===== config.mk =====
export PLATFORM = sky130hd
export DESIGN_NAME = fetch_stage
export DESIGN_NICKNAME = d
export VERILOG_FILES = /design/src/rtl/fetch_stage.sv
export SDC_FILE = /design/constraint.sdc
export NUM_CORES = 1
export LEC_CHECK = 0
export CAP_MARGIN = 0
export CORE_ASPECT_RATIO = 0.75
export CORE_MARGIN = 5
export CORE_UTILIZATION = 45
export CTS_CLUSTER_SIZE = 16
export DETAILED_ROUTE_END_ITERATION = 16
export DONT_BUFFER_PORTS = 1
export GPL_TIMING_DRIVEN = 0
export PLACE_DENSITY_LB_ADDON = 0.08
export REMOVE_ABC_BUFFERS = 1
export SYNTH_ARGS = -nofsm -noshare
export SYNTH_HDL_FRONTEND = slang
export SYNTH_SLANG_ARGS = --single-unit

===== constraint.sdc =====
create_clock -name clk -period 5.8 [get_ports clk]
set_input_delay 0.58 -clock clk [delete_from_list [all_inputs] [get_ports clk]]
set_output_delay 0.58 -clock clk [all_outputs]
set_load 0.1 [all_outputs]

===== src/rtl/fetch_stage.sv =====
// Instruction fetch stage: owns the fetch pc, fills the IF/ID register from a
// combinational instruction memory, and handles stall, redirect and fault pulses.
module fetch_stage #(
  parameter logic [31:0] RESET_PC   = 32'h0000_0000,
  parameter int          IMEM_WORDS = 1024,
  parameter logic [31:0] NOP_INSTR  = 32'h0000_0013
) (
  input  logic        clk,
  input  logic        rst_n,
  input  logic        stall,
  input  logic        redirect_valid,
  input  logic [31:0] redirect_target,
  input  logic [31:0] instruction_code,
  output logic [31:0] pc,
  output logic [31:0] if_id_pc,
  output logic [31:0] if_id_pc_plus4,
  output logic [31:0] if_id_instr,
  output logic        if_id_valid,
  output logic        misalign_fault,
  output logic        range_fault,
  output logic [31:0] fetch_count
);

  localparam logic [31:0] RESET_PC_ALIGNED = {RESET_PC[31:2], 2'b00};
  localparam logic [31:0] WORDS_LIMIT      = 32'(IMEM_WORDS);

  typedef enum logic [1:0] {
    ACT_REDIRECT,
    ACT_STALL,
    ACT_ADVANCE
  } action_e;

  typedef struct packed {
    logic [31:0] pc;
    logic [31:0] pc_plus4;
    logic [31:0] instr;
    logic        valid;
  } if_id_t;

  action_e     action;
  if_id_t      if_id_q, if_id_d;
  logic [31:0] pc_q, pc_d;
  logic [31:0] count_q, count_d;
  logic        misalign_d, range_d;
  logic        in_range;
  logic [31:0] pc_plus4;

  assign pc_plus4 = pc_q + 32'd4;  // wraps naturally at 2^32
  assign in_range = {2'b00, pc_q[31:2]} < WORDS_LIMIT;

  always_comb begin
    if (redirect_valid)  action = ACT_REDIRECT;
    else if (stall)      action = ACT_STALL;
    else                 action = ACT_ADVANCE;
  end

  // NOTE: every signal gets a default before the case so no path leaves it
  // unassigned; otherwise synthesis infers a latch to hold the old value.
  always_comb begin
    pc_d       = pc_q;
    if_id_d    = if_id_q;
    count_d    = count_q;
    misalign_d = 1'b0;
    range_d    = 1'b0;
    unique case (action)
      ACT_REDIRECT: begin
        pc_d          = {redirect_target[31:2], 2'b00};
        if_id_d.instr = NOP_INSTR;
        if_id_d.valid = 1'b0;
        misalign_d    = (redirect_target[1:0] != 2'b00);
      end
      ACT_ADVANCE: begin
        pc_d             = pc_plus4;
        if_id_d.pc       = pc_q;
        if_id_d.pc_plus4 = pc_plus4;
        if (in_range) begin
          if_id_d.instr = instruction_code;
          if_id_d.valid = 1'b1;
          if (count_q != 32'hFFFF_FFFF) count_d = count_q + 32'd1;
        end else begin
          if_id_d.instr = NOP_INSTR;
          if_id_d.valid = 1'b0;
          range_d       = 1'b1;
        end
      end
      default: ;  // stall: everything holds
    endcase
  end

  // NOTE: state registers use non-blocking assignments so every flop samples
  // the pre-edge values, independent of statement order.
  always_ff @(posedge clk or negedge rst_n) begin
    if (!rst_n) begin
      pc_q           <= RESET_PC_ALIGNED;
      if_id_q        <= '{pc: 32'h0, pc_plus4: 32'h0, instr: NOP_INSTR, valid: 1'b0};
      count_q        <= 32'h0;
      misalign_fault <= 1'b0;
      range_fault    <= 1'b0;
    end else begin
      pc_q           <= pc_d;
      if_id_q        <= if_id_d;
      count_q        <= count_d;
      misalign_fault <= misalign_d;
      range_fault    <= range_d;
    end
  end

  assign pc             = pc_q;
  assign if_id_pc       = if_id_q.pc;
  assign if_id_pc_plus4 = if_id_q.pc_plus4;
  assign if_id_instr    = if_id_q.instr;
  assign if_id_valid    = if_id_q.valid;
  assign fetch_count    = count_q;

endmodule


==> impl_metrics.json, run 1 <==
{
  "fmax_mhz": 307.0,
  "min_period_over_period_pct": 56.16,
  "finalCoreUtilization_pct": 49.90,
  "nets": 778,
  "placed_area_um2": 7361,
  "yosysWarnings": 0,
  "synth_area_um2": 7362,
  "slew_headroom_pct": 14.41,
  "synth_area_leaders": "dfrtp_1 52%, nand2_1 9.0%, xor2_1 5.6%",
  "ys.flop_type": "dfrtp_1",
  "crit_family": "simple AND/OR/NAND/NOR gates",
  "cpMaxStageDelayCell": "dfrtp_1",
  "vias": 5199,
  "status": "finished clean",
  "final_common_cell": "nand2_1",
  "area_growth_pct": 8.549,
  "worstMarginPinSlew_ns": 1.284,
  "cts_num_sinks": 157,
  "drt_iter0_drc": 379,
  "finalMaxSlewViolations": 0,
  "grt_setup_unrepaired": "false",
  "via_per_inst": 5.578,
  "setup_tns_ns": 0,
  "dieHeight_um": 120.8,
  "min_period_ns": 3.257,
  "start_util_pct": 45.97,
  "path_clk_slew_ns": 0.07,
  "drc": 0,
  "cts_hold_buf": 1,
  "drt_wl_total_um": 18520,
  "clock_latency_ns": 0.42,
  "leakagePower_nw": 3.560,
  "layout-drive-gt1-share_pct": 8.322,
  "criticalPathCategory": "register to register",
  "cpPeakStageDelay_ns": 1.01,
  "die_area_um2": 19040,
  "grt_overflow": 0,
  "die_w_um": 157.7,
  "holdCritPathClass": "input pin to asynchronous set/reset pin",
  "critPathLaunchType": "register",
  "synth_seq_cells": 157,
  "grt.total_usage_pct": 19.64,
  "crit_buf_inv": 0,
  "syn_area_per_cell_um2": 9.989,
  "netlist_instances": 737,
  "final_cell_mix": "176 x nand2_1, 154 x dfrtp_1, 57 x o21ai_0",
  "final_cell_area_um2": 7991,
  "cts_buffers": 17,
  "dp_hpwl_um": 12650,
  "io_pins": 231,
  "fin_skew_ns": 0.01067,
  "grt_max_degree": 158,
  "io_buffers": 0,
  "path_cells": "ha_1 -> nand3_1 -> nor4_1 -> and3_1 -> nor2_1 -> mux2_2",
  "grt_pass1_vias": 5303,
  "gp_congestion": 0.7894,
  "cts_root_buf": "clkbuf_16",
  "crit_path_end_kind": "register",
  "grt_antenna_before_repair": 1,
  "synthArstFlopShare_pct": 100.0,
  "htree_levels": 4,
  "hold-worst-slack_ns": 0.1700,
  "cts_tree": "built",
  "core_um2": 16020,
  "finalHoldViolations": 0,
  "grt_pass1_wl_um": 29590,
  "post_cts_buffers": 0,
  "vdd_drop_max_mv": 0.2169,
  "power_density_nw_per_um2": 401.5,
  "crit_fanout": 19,
  "worstPathRequired_ns": 6.11,
  "fin_total_pwr_mw": 3.208,
  "setup_viol": 0,
  "clock_path_buffers": 2,
  "yosysTopAreaCell": "dfrtp_1",
  "dr.pass1.iters": 4,
  "cts_resized": 0,
  "synth_edf_count": 0,
  "synth_cell_types": 53,
  "arrival_ns": 3.57,
  "rows": 40,
  "detail-route-antenna-nets": 0,
  "routedWlPerCell_um": 19.87,
  "synth_top_area_share_pct": 52.35,
  "maxCapViolations": 0,
  "synth-seq-area-share_pct": 53.42
}
-- where the power goes --
group	internal, mW	switching, mW	leakage (nW)
logic	0.0667	0.110	1.25
registers	1.16	0.729	2.04
clock network	0.649	0.492	0.279
total	1.88	1.33	3.56
-- Yosys cell counts (8+ instances only) --
cell        n
clkbuf_1   25
and4_1      8
nor3_1     24
buf_4       8
xor2_1     47
dfrtp_1   154
a22o_1     29
nand2_1   176
nor4_1     17
o21ai_0    57
and3_1     10
nor2_1     22
nand4_1    20
buf_2      11
xnor2_1    39
nand3_1    23
-- area by class of cell --
class / count / area, um2
clock inverters: 15 / 175.2
fillers: 1496 / 8024
well taps: 210 / 262.8
clock buffers: 17 / 425.4
repair buffers: 3 / 57.56
flip-flops and latches: 157 / 3933
multi-input cells: 527 / 3128
diodes: 1 / 2.502
inverters: 2 / 7.507
-- per-stage QoR --
step,cells,setup WS [ns]
6_report,932,2.543
5_1_grt,932,2.322
4_1_cts,931,2.492
3_5_place_dp,898,2.504
3_3_place_gp,896,1.971
2_1_floorplan,686,2.830
-- routing by layer --
metal	part of all wire [%]	global-route usage (%)	vias up
li1	-	-	2453
met1	43	26.09	2535
met2	45	29.49	193
met3	10	8.157	18
met4	1.6	5.696	0
met5	0	0	-
-- sequential cells by signal (all words and copies together), names as in the netlist --
register	count
range_fault	1
if_id_instr	32
if_id_pc	30
if_id_pc_plus4	30
if_id_valid	1
pc	30
fetch_count	32
misalign_fault	1
-- cells by family (layout without fill, tap and decap cells) --
| kind of cell | count (synthesis) | in the layout | synth area share [%] |
|---|---|---|---|
| AND/OR/NAND/NOR | 335 | 335 | 22.67 |
| flip-flops | 157 | 157 | 53.42 |
| AO/OA/AOI/OAI | 95 | 95 | 8.277 |
| XOR/XNOR | 86 | 86 | 10.23 |
| buffers and inverters | 58 | 37 | 4.572 |
| multiplexers | 3 | 3 | 0.4419 |
| adder cells (fa/ha/maj) | 2 | 2 | 0.3399 |
| other | 1 | 7 | 0.05094 |
-- worst reg2reg max path: stages, from the launching register on --
cell	delay [ns]
dfrtp_1	1.01
ha_1	0.30
nand3_1	0.17
nor4_1	0.41
and3_1	0.79
nor2_1	0.16
mux2_2	0.31
-- worst paths after layout --
kind,startpoint,endpoint,slack [ns],depth (start not counted)
max,fetch_count[0],fetch_count[1],2.54,6
min,rst_n,if_id_pc[4],0.17,1
max reg2reg,fetch_count[0],fetch_count[1],2.54,6
min reg2reg,if_id_instr[4],if_id_instr[4],0.81,1
max in group asynchronous,rst_n,pc[24],5.05,1
min in group clk,redirect_valid,pc[2],0.25,1
No activity file was read; power rests on OpenSTA's default activity.
==> inputs of run 2 (changes only) <==
clock period = 3 ns   (was 5.8 ns; I/O delays follow)
==> run 2 against run 1 <==
The flow now finishes with violations (negative hold slack). Via count rose by 5.9%. Worst setup slack got worse by 2.3 ns. Fmax rose by 16%. Sequential share of layout area fell by 3.1 points. Clock-buffer cell count did not move. Critical endpoint is now pc[24]. Largest power group unchanged. Highest routed layer unchanged.
==> impl_metrics.json, run 2 (synthesis results as in run 1) <==
{
  "critPathLaunchType": "register",
  "dp_hpwl_um": 12650,
  "hold-worst-slack_ns": -0.4363,
  "start_util_pct": 45.97,
  "routedWlPerCell_um": 19.66,
  "p_sw_mw": 2.564,
  "htree_levels": 4,
  "clock_latency_ns": 0.42,
  "fin_skew_ns": 0.01070,
  "via_per_inst": 5.561,
  "cts_num_sinks": 157,
  "worstPathRequired_ns": 3.35,
  "grt_pass1_wl_um": 31140,
  "crit_path_end_kind": "register",
  "leakagePower_nw": 3.751,
  "vdd_drop_max_mv": 0.4220,
  "arrival_ns": 3.15,
  "nets": 836,
  "maxCapViolations": 0,
  "rows": 40,
  "grt_max_degree": 158,
  "fillers": 1435,
  "vias": 5505,
  "drt_wl_total_um": 19460,
  "seqCellArea_um2": 3971,
  "detail-route-antenna-nets": 0,
  "grt_setup_unrepaired": "false",
  "gp_congestion": 0.7894,
  "clock_path_buffers": 2,
  "grt.total_usage_pct": 20.64,
  "fin_total_pwr_mw": 6.248,
  "final_common_cell": "nand2_1",
  "p_clk_share_pct": 35.4,
  "status": "finished, violations left",
  "internal_power_mw": 3.684,
  "cpMaxStageDelayCell": "dfrtp_1",
  "min_period_over_period_pct": 93.51,
  "power_density_nw_per_um2": 725.7,
  "violations": "negative hold slack",
  "cts_buffers": 17,
  "grt_overflow": 0,
  "io_pins": 231,
  "io_buffers": 0,
  "holdCritPathClass": "input pin to asynchronous set/reset pin",
  "die_w_um": 157.7,
  "die_area_um2": 19040,
  "cts_root_buf": "clkbuf_16",
  "grt_antenna_before_repair": 1,
  "grt_pass1_vias": 5676,
  "finalHoldViolations": 157,
  "min_period_ns": 2.805,
  "crit_fanout": 17,
  "fmax_mhz": 356.5,
  "slew_headroom_pct": 19.72,
  "core_um2": 16020,
  "place_inst": 898,
  "path_clk_slew_ns": 0.07,
  "setup_viol": 0,
  "finalCoreUtilization_pct": 53.77,
  "criticalPathCategory": "register to register",
  "area_growth_pct": 16.96,
  "seqPwrFrac_pct": 58.6,
  "setup_tns_ns": 0,
  "finalMaxSlewViolations": 0,
  "dieHeight_um": 120.8,
  "path_cells": "and4_1 -> nand3_2 -> or4_1 -> xor2_1 -> o21ai_1",
  "multi_input_comb_area_um2": 3136,
  "cpPeakStageDelay_ns": 1.07,
  "comb_power_share_pct": 6.0,
  "cts_tree": "built",
  "layout-drive-gt1-share_pct": 11.94,
  "drc": 0,
  "dr.pass1.iters": 4,
  "final_cell_mix": "176 x nand2_1, 123 x dfrtp_1, 58 x dlygate4sd3_1",
  "switching_share_pct": 41.04,
  "drt_iter0_drc": 427,
  "worstMarginPinSlew_ns": 1.204,
  "final_cells": 990
}
[run 2: cell type report]
type	count	share of cell area, %
inverters	2	0.08718
well taps	210	3.051
multi-input cells	527	36.41
flip-flops and latches	157	46.12
diodes	1	0.02906
repair buffers	61	7.323
clock buffers	17	4.940
clock inverters	15	2.034
[run 2: what timing repair did]
action | in CTS | in global routing
cloned | 0 | 0
hold buffers | 57 | 2
buffers inserted | 0 | 0
hold endpoints to repair | 209 | 159
setup endpoints to repair | 21 | 26
pin swaps | 0 | 0
gates resized for setup | 5 | 28
[run 2: through the flow]
stage	worst slack [ns]	instance area, um2
2_1_floorplan	0.03256	7052
3_3_place_gp	-0.8286	7315
3_5_place_dp	-0.2963	7361
4_1_cts	0.02040	8548
5_1_grt	0.006910	8611
6_report	0.1946	8611
[run 2: path summary, 6_finish.rpt]
check | startpoint | end | slack, ns | depth (start not counted)
max | pc[10] | pc[24] | 0.19 | 5
min | rst_n | if_id_pc_plus4[2] | -0.44 | 0
max reg2reg | pc[10] | pc[24] | 0.19 | 5
min reg2reg | if_id_instr[4] | if_id_instr[4] | 0.81 | 1
max in group asynchronous | rst_n | if_id_instr[1] | 3.19 | 0
min in group clk | redirect_target[23] | pc[23] | 0.02 | 2
[run 2: routing by layer]
metal | global-route usage [%] | up-vias | wire, um
met5 | 0 | - | 0
met4 | 5.965 | 0 | 334
met3 | 8.086 | 27 | 1856
met2 | 31.48 | 205 | 8885
met1 | 27.31 | 2702 | 8382
li1 | - | 2571 | -
[run 2: power by group through the flow]
| stage | sequential, mW | clock (mW) | combinational, mW |
|---|---|---|---|
| finish | 3.66 | 2.21 | 0.377 |
| global placement | 3.70 | 0 | 0.289 |
| CTS | 3.66 | 2.27 | 0.377 |
| floorplan | 3.62 | 0 | 0.253 |
| global route | 3.69 | 2.36 | 0.429 |
| detailed placement | 3.70 | 0 | 0.303 |
[run 2: worst max-delay path, delay by kind of cell (launching register included)]
kind             cells  cell delay, ns
AND/OR/NAND/NOR      3            1.34
flip-flops           1            1.07
XOR/XNOR             1            0.15
AO/OA/AOI/OAI        1            0.15
==> inputs of run 3 (changes only) <==
CELL_PAD_IN_SITES_DETAIL_PLACEMENT = 1   (was unset)
CELL_PAD_IN_SITES_GLOBAL_PLACEMENT = 1   (was unset)
==> run 3 against run 2 <==
The run still ends with negative hold slack left. Global-route usage is 2.3 points higher. Clock skew is 0.0014 ns higher. Sequential power hardly changed. Wire length is 11% higher. Clock-buffer cell count is 1 higher. First-iteration DRC count is 34% lower. Critical path type unchanged.
==> impl_metrics.json, run 3 (synthesis results as in run 1) <==
{
  "layout-drive-gt1-share_pct": 12.44,
  "area_growth_pct": 15.69,
  "grt_pass1_vias": 5989,
  "multi_input_comb_area_um2": 3142,
  "path_clk_slew_ns": 0.07,
  "gp_congestion": 0.7784,
  "die_w_um": 157.7,
  "grt_pass1_wl_um": 34220,
  "vdd_drop_max_mv": 0.3366,
  "fin_skew_ns": 0.01211,
  "final_common_cell": "nand2_1",
  "via_per_inst": 5.665,
  "leakagePower_nw": 3.717,
  "setup_viol": 0,
  "htree_levels": 4,
  "holdCritPathClass": "input pin to asynchronous set/reset pin",
  "finalMaxSlewViolations": 0,
  "path_cells": "nor4_2 -> and3_1 -> nand2_2 -> nor2_1 -> mux2_2",
  "seqCellArea_um2": 3974,
  "critPathLaunchType": "register",
  "dp_hpwl_um": 13940,
  "crit_fanout": 23,
  "power_density_nw_per_um2": 726.1,
  "crit_path_end_kind": "register",
  "worstMarginPinSlew_ns": 1.245,
  "fmax_mhz": 353.1,
  "slew_headroom_pct": 17.00,
  "clock_latency_ns": 0.43,
  "dr.pass1.iters": 4,
  "io_pins": 231,
  "cts_buffers": 17,
  "criticalPathCategory": "register to register",
  "cts_tree": "built",
  "io_buffers": 0,
  "grt_setup_unrepaired": "false",
  "cts_num_sinks": 157,
  "grt_overflow": 0,
  "maxCapViolations": 0,
  "grt.total_usage_pct": 22.91,
  "cpPeakStageDelay_ns": 0.86,
  "nets": 829,
  "violations": "negative hold slack",
  "finalHoldViolations": 157,
  "routedWlPerCell_um": 21.99,
  "hold-worst-slack_ns": -0.4452,
  "cts_root_buf": "clkbuf_16",
  "start_util_pct": 45.97,
  "worstPathRequired_ns": 3.31,
  "die_area_um2": 19040,
  "final_cell_mix": "176 x nand2_1, 121 x dfrtp_1, 57 x o21ai_0",
  "drc": 0,
  "r2r_slack_ns": 0.17,
  "drt_wl_total_um": 21590,
  "fin_total_pwr_mw": 6.184,
  "min_period_over_period_pct": 94.40,
  "dieHeight_um": 120.8,
  "cpMaxStageDelayCell": "dfrtp_1",
  "core_um2": 16020,
  "detail-route-antenna-nets": 0,
  "grt_max_degree": 158,
  "min_period_ns": 2.832,
  "clock_path_buffers": 2,
  "drt_iter0_drc": 283,
  "rows": 40,
  "fillers": 1760,
  "grt_antenna_before_repair": 0,
  "diodes": 0,
  "arrival_ns": 3.14,
  "status": "finished, violations left",
  "vias": 5563
}
run 3: report_power, final:
group | switching [mW] | internal [mW] | total (mW)
Sequential | 1.42 | 2.25 | 3.67
Clock | 0.949 | 1.18 | 2.13
Combinational | 0.209 | 0.173 | 0.383
run 3: final cells by class:
type	instances	area share, %
clock buffers	18	5.156
clock inverters	14	1.543
inverters	2	0.08814
multi-input cells	527	36.89
flip-flops and latches	157	46.66
well taps	210	3.085
repair buffers	54	6.581
run 3: worst max-delay path: cells and delay by family (launching register included):
family | cells | cell delay, ns
flops | 1 | 0.86
mux | 1 | 0.36
simple gates | 4 | 1.50
run 3: timing repair:
item / in CTS / in global routing
pin swaps: 0 / 0
hold buffers: 51 / 1
buffers inserted: 0 / 0
setup endpoints to repair: 23 / 43
gates resized for setup: 14 / 22
hold endpoints to repair: 204 / 158
run 3: routing by layer:
layer | up-vias | part of all wire (%) | GRT usage [%]
met3 | 16 | 8.1 | 6.798
met1 | 2840 | 43 | 30.71
met5 | - | 0 | 0
met4 | 0 | 1.1 | 6.448
li1 | 2540 | - | -
met2 | 167 | 48 | 36.21
run 3: through the flow:
| step | util, % | area, um2 | instances | setup WS [ns] | TNS [ns] |
|---|---|---|---|---|---|
| 3_3_place_gp | 45.67 | 7315 | 896 | -0.8182 | -21.82 |
| 3_5_place_dp | 45.96 | 7361 | 898 | -0.3139 | -3.964 |
| 6_report | 53.18 | 8517 | 982 | 0.1681 | 0 |
| 4_1_cts | 52.95 | 8479 | 981 | 0.01669 | 0 |
| 5_1_grt | 53.18 | 8517 | 982 | 0.001454 | 0 |
| 2_1_floorplan | - | 7052 | 686 | 0.03256 | 0 |
run 3: final timing paths:
kind,start,cells after the start,endpoint
max reg2reg,pc[14],5,fetch_count[1]
min,rst_n,0,if_id_pc[21]
min in group clk,redirect_target[28],2,pc[28]
max in group asynchronous,rst_n,0,if_id_instr[0]
max,pc[14],5,fetch_count[1]
min reg2reg,if_id_instr[4],1,if_id_instr[4]
